`src/rtl/butterfly_pkg.sv`:
```
// Shared definitions for the radix-2 handshake butterfly: FSM states,
// product slot indices and width-parametrised range/saturation helpers.
package butterfly_pkg;

    typedef enum logic [1:0] {
        ST_IDLE = 2'd0,
        ST_MUL  = 2'd1,
        ST_ADD  = 2'd2,
        ST_DONE = 2'd3
    } state_t;

    localparam logic [1:0] P_RR = 2'd0;
    localparam logic [1:0] P_II = 2'd1;
    localparam logic [1:0] P_RI = 2'd2;
    localparam logic [1:0] P_IR = 2'd3;

    function automatic logic fits_width(input logic signed [63:0] v, input int w);
        logic signed [63:0] hi;
        logic signed [63:0] lo;
        hi = (64'sd1 <<< (w - 1)) - 64'sd1;
        lo = -(64'sd1 <<< (w - 1));
        return (v >= lo) && (v <= hi);
    endfunction

    function automatic logic signed [63:0] saturate_width(input logic signed [63:0] v, input int w);
        logic signed [63:0] hi;
        logic signed [63:0] lo;
        hi = (64'sd1 <<< (w - 1)) - 64'sd1;
        lo = -(64'sd1 <<< (w - 1));
        if (v > hi) return hi;
        if (v < lo) return lo;
        return v;
    endfunction

endpackage

```
`src/rtl/fx_mul_round.sv`:
```
// Registered signed fixed-point multiply: full product, round half up,
// arithmetic shift right by FRACTION. Output updates only when i_en is high.
module fx_mul_round
    import butterfly_pkg::*;
#(
    parameter int WORD_SIZE = 16,
    parameter int FRACTION  = 8
) (
    input  logic                                  i_clk,
    input  logic                                  i_rst_n,
    input  logic                                  i_en,
    input  logic signed [WORD_SIZE-1:0]           i_a,
    input  logic signed [WORD_SIZE-1:0]           i_b,
    output logic signed [2*WORD_SIZE-FRACTION-1:0] o_p
);

    localparam int PW = 2 * WORD_SIZE - FRACTION;
    localparam logic signed [2*WORD_SIZE-1:0] HALF =
        {{(2*WORD_SIZE-1){1'b0}}, 1'b1} << (FRACTION - 1);

    logic signed [2*WORD_SIZE-1:0] full;
    logic signed [2*WORD_SIZE-1:0] rounded;
    logic signed [PW-1:0]          p_d;
    logic signed [PW-1:0]          p_q;

    // The biased full product cannot overflow 2*WORD_SIZE bits, so the
    // shifted value always fits in PW bits.
    always_comb begin
        full    = i_a * i_b;
        rounded = full + HALF;
        p_d     = i_en ? PW'(rounded >>> FRACTION) : p_q;
    end

    always_ff @(posedge i_clk or negedge i_rst_n) begin
        if (!i_rst_n) p_q <= '0;
        else          p_q <= p_d;
    end

    assign o_p = p_q;

endmodule

```
`src/rtl/butterfly_r2_hs.sv`:
```
// Radix-2 DIT butterfly with valid/ready handshakes and a shared multiplier.
// Define BUTTERFLY_SATURATE_EN to clamp out-of-range results instead of wrapping.
module butterfly_r2_hs
    import butterfly_pkg::*;
#(
    parameter int WORD_SIZE = 16,
    parameter int FRACTION  = 8
) (
    input  logic                 i_clk,
    input  logic                 i_rst_n,
    input  logic                 i_valid,
    output logic                 o_ready,
    input  logic [WORD_SIZE-1:0] i_in0_re,
    input  logic [WORD_SIZE-1:0] i_in0_im,
    input  logic [WORD_SIZE-1:0] i_in1_re,
    input  logic [WORD_SIZE-1:0] i_in1_im,
    input  logic [WORD_SIZE-1:0] i_twiddle_re,
    input  logic [WORD_SIZE-1:0] i_twiddle_im,
    input  logic                 i_inverse,
    input  logic                 i_scale,
    output logic                 o_valid,
    input  logic                 i_ready,
    output logic [WORD_SIZE-1:0] o_out0_re,
    output logic [WORD_SIZE-1:0] o_out0_im,
    output logic [WORD_SIZE-1:0] o_out1_re,
    output logic [WORD_SIZE-1:0] o_out1_im,
    output logic                 o_overflow,
    output logic                 o_busy
);

    localparam int PW = 2 * WORD_SIZE - FRACTION;
    localparam int IW = PW + 2;
    localparam logic signed [WORD_SIZE-1:0] MIN_W = {1'b1, {(WORD_SIZE-1){1'b0}}};
    localparam logic signed [WORD_SIZE-1:0] MAX_W = ~MIN_W;

    state_t                      state_q, state_d;
    logic [1:0]                  cnt_q, cnt_d;
    logic signed [WORD_SIZE-1:0] in0_re_q, in0_re_d, in0_im_q, in0_im_d;
    logic signed [WORD_SIZE-1:0] in1_re_q, in1_re_d, in1_im_q, in1_im_d;
    logic signed [WORD_SIZE-1:0] tw_re_q, tw_re_d, tw_im_q, tw_im_d;
    logic                        inverse_q, inverse_d, scale_q, scale_d;
    logic signed [PW-1:0]        prod_q [0:2];
    logic signed [PW-1:0]        prod_d [0:2];
    logic [WORD_SIZE-1:0]        out_q [4];
    logic [WORD_SIZE-1:0]        out_d [4];
    logic                        ovf_q, ovf_d, valid_q, valid_d;
    logic                        ready_q, ready_d, busy_q, busy_d;

    logic signed [WORD_SIZE-1:0] tw_im_eff, mul_a, mul_b;
    logic signed [PW-1:0]        mul_p;
    logic signed [IW-1:0]        t_re, t_im;
    logic signed [IW-1:0]        res [4];
    logic                        res_ovf;

    // Conjugation saturates the single unrepresentable negation.
    always_comb begin
        tw_im_eff = tw_im_q;
        if (inverse_q) tw_im_eff = (tw_im_q == MIN_W) ? MAX_W : -tw_im_q;
        mul_a = (cnt_q == P_RR || cnt_q == P_RI) ? in1_re_q : in1_im_q;
        mul_b = (cnt_q == P_RR || cnt_q == P_IR) ? tw_re_q : tw_im_eff;
    end

    fx_mul_round #(.WORD_SIZE(WORD_SIZE), .FRACTION(FRACTION)) u_mul (
        .i_clk   (i_clk),
        .i_rst_n (i_rst_n),
        .i_en    (state_q == ST_MUL),
        .i_a     (mul_a),
        .i_b     (mul_b),
        .o_p     (mul_p)
    );

    // In ADD the last product (in1_im*tw_re) is still in the multiplier register.
    always_comb begin
        t_re   = IW'(prod_q[P_RR]) - IW'(prod_q[P_II]);
        t_im   = IW'(prod_q[P_RI]) + IW'(mul_p);
        res[0] = IW'(in0_re_q) + t_re;
        res[1] = IW'(in0_im_q) + t_im;
        res[2] = IW'(in0_re_q) - t_re;
        res[3] = IW'(in0_im_q) - t_im;
        res_ovf = 1'b0;
        for (int k = 0; k < 4; k++) begin
            if (scale_q) res[k] = res[k] >>> 1;
            if (!fits_width(64'(res[k]), WORD_SIZE)) res_ovf = 1'b1;
        end
    end

    always_comb begin
        state_d   = state_q;
        cnt_d     = cnt_q;
        in0_re_d  = in0_re_q;
        in0_im_d  = in0_im_q;
        in1_re_d  = in1_re_q;
        in1_im_d  = in1_im_q;
        tw_re_d   = tw_re_q;
        tw_im_d   = tw_im_q;
        inverse_d = inverse_q;
        scale_d   = scale_q;
        prod_d    = prod_q;
        out_d     = out_q;
        ovf_d     = ovf_q;
        case (state_q)
            ST_IDLE: begin
                if (i_valid) begin
                    in0_re_d  = i_in0_re;
                    in0_im_d  = i_in0_im;
                    in1_re_d  = i_in1_re;
                    in1_im_d  = i_in1_im;
                    tw_re_d   = i_twiddle_re;
                    tw_im_d   = i_twiddle_im;
                    inverse_d = i_inverse;
                    scale_d   = i_scale;
                    cnt_d     = 2'd0;
                    state_d   = ST_MUL;
                end
            end
            ST_MUL: begin
                if (cnt_q != 2'd0) prod_d[cnt_q - 2'd1] = mul_p;
                if (cnt_q == 2'd3) state_d = ST_ADD;
                else               cnt_d   = cnt_q + 2'd1;
            end
            ST_ADD: begin
                for (int k = 0; k < 4; k++) begin
`ifdef BUTTERFLY_SATURATE_EN
                    out_d[k] = WORD_SIZE'(saturate_width(64'(res[k]), WORD_SIZE));
`else
                    out_d[k] = res[k][WORD_SIZE-1:0];
`endif
                end
                ovf_d   = res_ovf;
                state_d = ST_DONE;
            end
            ST_DONE: begin
                if (i_ready) state_d = ST_IDLE;
            end
            default: state_d = ST_IDLE;
        endcase
        ready_d = (state_d == ST_IDLE);
        valid_d = (state_d == ST_DONE);
        busy_d  = (state_d != ST_IDLE);
    end

    always_ff @(posedge i_clk or negedge i_rst_n) begin
        if (!i_rst_n) begin
            state_q   <= ST_IDLE;
            cnt_q     <= '0;
            in0_re_q  <= '0;
            in0_im_q  <= '0;
            in1_re_q  <= '0;
            in1_im_q  <= '0;
            tw_re_q   <= '0;
            tw_im_q   <= '0;
            inverse_q <= 1'b0;
            scale_q   <= 1'b0;
            for (int k = 0; k < 3; k++) prod_q[k] <= '0;
            for (int k = 0; k < 4; k++) out_q[k] <= '0;
            ovf_q     <= 1'b0;
            valid_q   <= 1'b0;
            ready_q   <= 1'b1;
            busy_q    <= 1'b0;
        end else begin
            state_q   <= state_d;
            cnt_q     <= cnt_d;
            in0_re_q  <= in0_re_d;
            in0_im_q  <= in0_im_d;
            in1_re_q  <= in1_re_d;
            in1_im_q  <= in1_im_d;
            tw_re_q   <= tw_re_d;
            tw_im_q   <= tw_im_d;
            inverse_q <= inverse_d;
            scale_q   <= scale_d;
            prod_q    <= prod_d;
            out_q     <= out_d;
            ovf_q     <= ovf_d;
            valid_q   <= valid_d;
            ready_q   <= ready_d;
            busy_q    <= busy_d;
        end
    end

    assign o_ready    = ready_q;
    assign o_valid    = valid_q;
    assign o_busy     = busy_q;
    assign o_overflow = ovf_q;
    assign o_out0_re  = out_q[0];
    assign o_out0_im  = out_q[1];
    assign o_out1_re  = out_q[2];
    assign o_out1_im  = out_q[3];

endmodule

```
`config.mk`:
```
export PLATFORM = sky130hd
export DESIGN_NAME = butterfly_r2_hs
export DESIGN_NICKNAME = d
export VERILOG_FILES = /design/src/rtl/butterfly_pkg.sv /design/src/rtl/fx_mul_round.sv /design/src/rtl/butterfly_r2_hs.sv
export SDC_FILE = /design/constraint.sdc
export NUM_CORES = 2
export LEC_CHECK = 0
export CORE_MARGIN = 2
export CORE_UTILIZATION = 57
export CTS_BUF_LIST = sky130_fd_sc_hd__clkbuf_4
export DETAILED_ROUTE_END_ITERATION = 8
export PLACE_DENSITY = 0.82
export SLEW_MARGIN = 20
export SYNTH_ARGS = -nofsm -noshare
export SYNTH_HDL_FRONTEND = slang
export SYNTH_SLANG_ARGS = --single-unit
export TNS_END_PERCENT = 50
```
`constraint.sdc`:
```
create_clock -name i_clk -period 8 [get_ports i_clk]
set_input_delay 1.2 -clock i_clk [delete_from_list [all_inputs] [get_ports i_clk]]
set_output_delay 1.2 -clock i_clk [all_outputs]
set_load 0.005 [all_outputs]
```
==> impl_metrics.tcl <==
set metrics [dict create \
    hpwl_mm 54.0 \
    grt.total_usage_pct 27.5 \
    wl_per_cell_um 16.9 \
    crit_buf_inv 5 \
    startpoint "tw_im_q[12]" \
    port_buffers 169 \
    cts_hold_buf 0 \
    cp.required_ns 8.63 \
    ys_seq_area_share_pct 23.6 \
    preCtsSetupSlack_ns -0.0397 \
    tightestPinTransition_ns 1.08 \
    area.growth.synth_to_final_pct 13.9 \
    synth_edf_count 0 \
    wl_mm 68.5 \
    mostFrequentLayoutCells "inv_1 (468), nand2_1 (309), nor2_1 (270)" \
    reg2regPathDepth 29 \
    period_needed_ns 7.70 \
    design_area_um2 32100 \
    synth_area_per_cell_um2 9.01 \
    cts_buffers 73 \
    worst_slack_ns 0.299 \
    clock_path_buffers 3 \
    setup_viol 0 \
    grt_max_degree 175 \
    fillers 3925 \
    final_common_cell "inv_1" \
    yosysWarnings 0 \
    synth_seq_cells 266 \
    cp_common_cell "fa_1" \
    grt_pass1_vias 23200 \
    stdcell_count 4055 \
    status "finished clean" \
    r2r_start "tw_im_q[12]" \
    drtAntennaViolNets 0 \
    path_clk_slew_ns 0.07 \
    cts-root-buf "clkbuf_4" \
    multi_input_area_um2 19500 \
    finalWeightedCongestion 0.935 \
    via_per_inst 5.56 \
    register_area_um2 6660 \
    report.final.hold_viol_count 0 \
    drive_gt1_share_pct 12.7 \
    fp.coreArea_um2 48800 \
    nets 3947 \
    arrival_ns 8.33 \
    fp.dieW_um 226 \
    setup.worst_path.start_class "register" \
    cts_tree "done" \
    placed_cells 3914 \
    grt_pass1_wl_mm 112 \
    synth_nets 3735 \
    slew_headroom_pct 28.2 \
    first_pass_iters 6 \
    path_class "register to register" \
    critical_path.top_delay_family "adder cells" \
    min_path_type "primary input to async pin" \
    drc_errors 0 \
    synthArstFlopShare_pct 100 \
    place_area_um2 30900 \
    crit_fanout 6 \
    drt-initial-drc-count 1368 \
    clock_sinks 266 \
    hold_ws_ns 0.342 \
    die_area_um2 51200 \
    h-tree-depth 3 \
    synth-main-ff-cell "dfrtp_1" \
    num_vias 22500 \
    slowest_stage "or4_4" \
    max_stage_delay_ns 0.56 \
    grt-ovfl-total 0 \
    max_freq_mhz 130 \
    worstSetupEndpointType "register" \
    fp.dieH_um 226 \
    antenna_found_initial 2 \
    clock_skew_ns 0.0773 \
    ys_types 84 \
    finalCritPeriodShare_pct 96.3 \
    rows 81 \
    start_util_pct 57.7 \
    synthCells 3127 \
    synth.cell_area_um2 28200 \
    r2r_setup_slack_ns 0.30 \
    reg2reg_to "u_mul.o_p[21]" \
    ios 170 \
    clk_latency_ns 0.85 \
    drv_cap 0 \
    report.final.slew_viol_count 0 \
]
-- cell families after synthesis --
kind of cell             share of synthesized area, %
adder cells (fa/ha/maj)                          29.6
XOR/XNOR                                         5.29
flip-flops                                       23.6
multiplexers                                     8.17
AND/OR/NAND/NOR                                  13.3
AO/OA/AOI/OAI                                    12.1
buffers and inverters                            7.85
-- registers in the layout (all words and copies together), names as in the netlist --
name,cells
o_out1_re,16
o_busy,1
prod_q,72
in1_re_q,16
in1_im_q,16
o_out0_im,16
o_valid,1
inverse_q,1
in0_im_q,16
o_ready,1
o_overflow,1
tw_re_q,16
state_q,2
o_out0_re,16
cnt_q,2
scale_q,1
o_out1_im,16
tw_im_q,16
in0_re_q,16
u_mul.o_p,24
-- through the flow --
stage,setup TNS [ns],util [%]
after floorplan,0,-
after global placement,0,63.2
after detailed placement,-0.0397,63.2
after CTS,0,65.1
after global routing,-0.0161,65.7
final,0,65.7
-- cell type report --
cell class,instances,area share [%]
Sequential cell,266,20.7
Clock buffer,103,2.41
Multi-Input combinational cell,2273,60.8
Clock inverter,21,0.413
Tap cell,664,2.59
Antenna cell,3,0.0234
Timing Repair Buffer,253,7.53
Inverter,472,5.52
-- worst max path at each step --
stage	end	slack (ns)	cells after the start
finish	u_mul.o_p[21]	0.30	29
global placement	u_mul.o_p[21]	0.20	29
detailed placement	u_mul.o_p[21]	-0.04	29
CTS	u_mul.o_p[21]	0.02	29
floorplan	u_mul.o_p[21]	0.06	31
global route	u_mul.o_p[23]	-0.01	25
-- timing repair --
action,4_1_cts,5_1_grt
endpoints found under the setup margin,1,10
pin swaps,0,18
resized for setup,4,36
cloned,0,1
setup buffers,0,13
-- cell usage after synthesis (34+ instances only) --
library cell	number	share of area, %
mux2_2	164	6.6
mux2i_1	41	1.5
xnor2_1	111	3.5
clkbuf_1	107	1.4
a21oi_1	150	2.7
nor2_1	274	3.7
nand2_1	312	4.2
fa_1	268	19
inv_1	471	6.3
o21ai_0	172	3.1
ha_1	238	11
dfrtp_1	265	24
xor2_1	59	1.8
a21o_1	34	0.91
nor3_1	50	0.89
-- layer usage --
metal | track usage (%) | share of wire (%) | vias up
li1 | - | - | 10700
met2 | 47.7 | 48 | 756
met1 | 34.6 | 42 | 10900
met5 | 0 | 0 | -
met4 | 9.68 | 3.3 | 0
met3 | 4.86 | 6.5 | 171
Power is left out: the tool's default activity adds up to more than one toggle a clock period on the data nets, which glitch-free logic cannot reach.
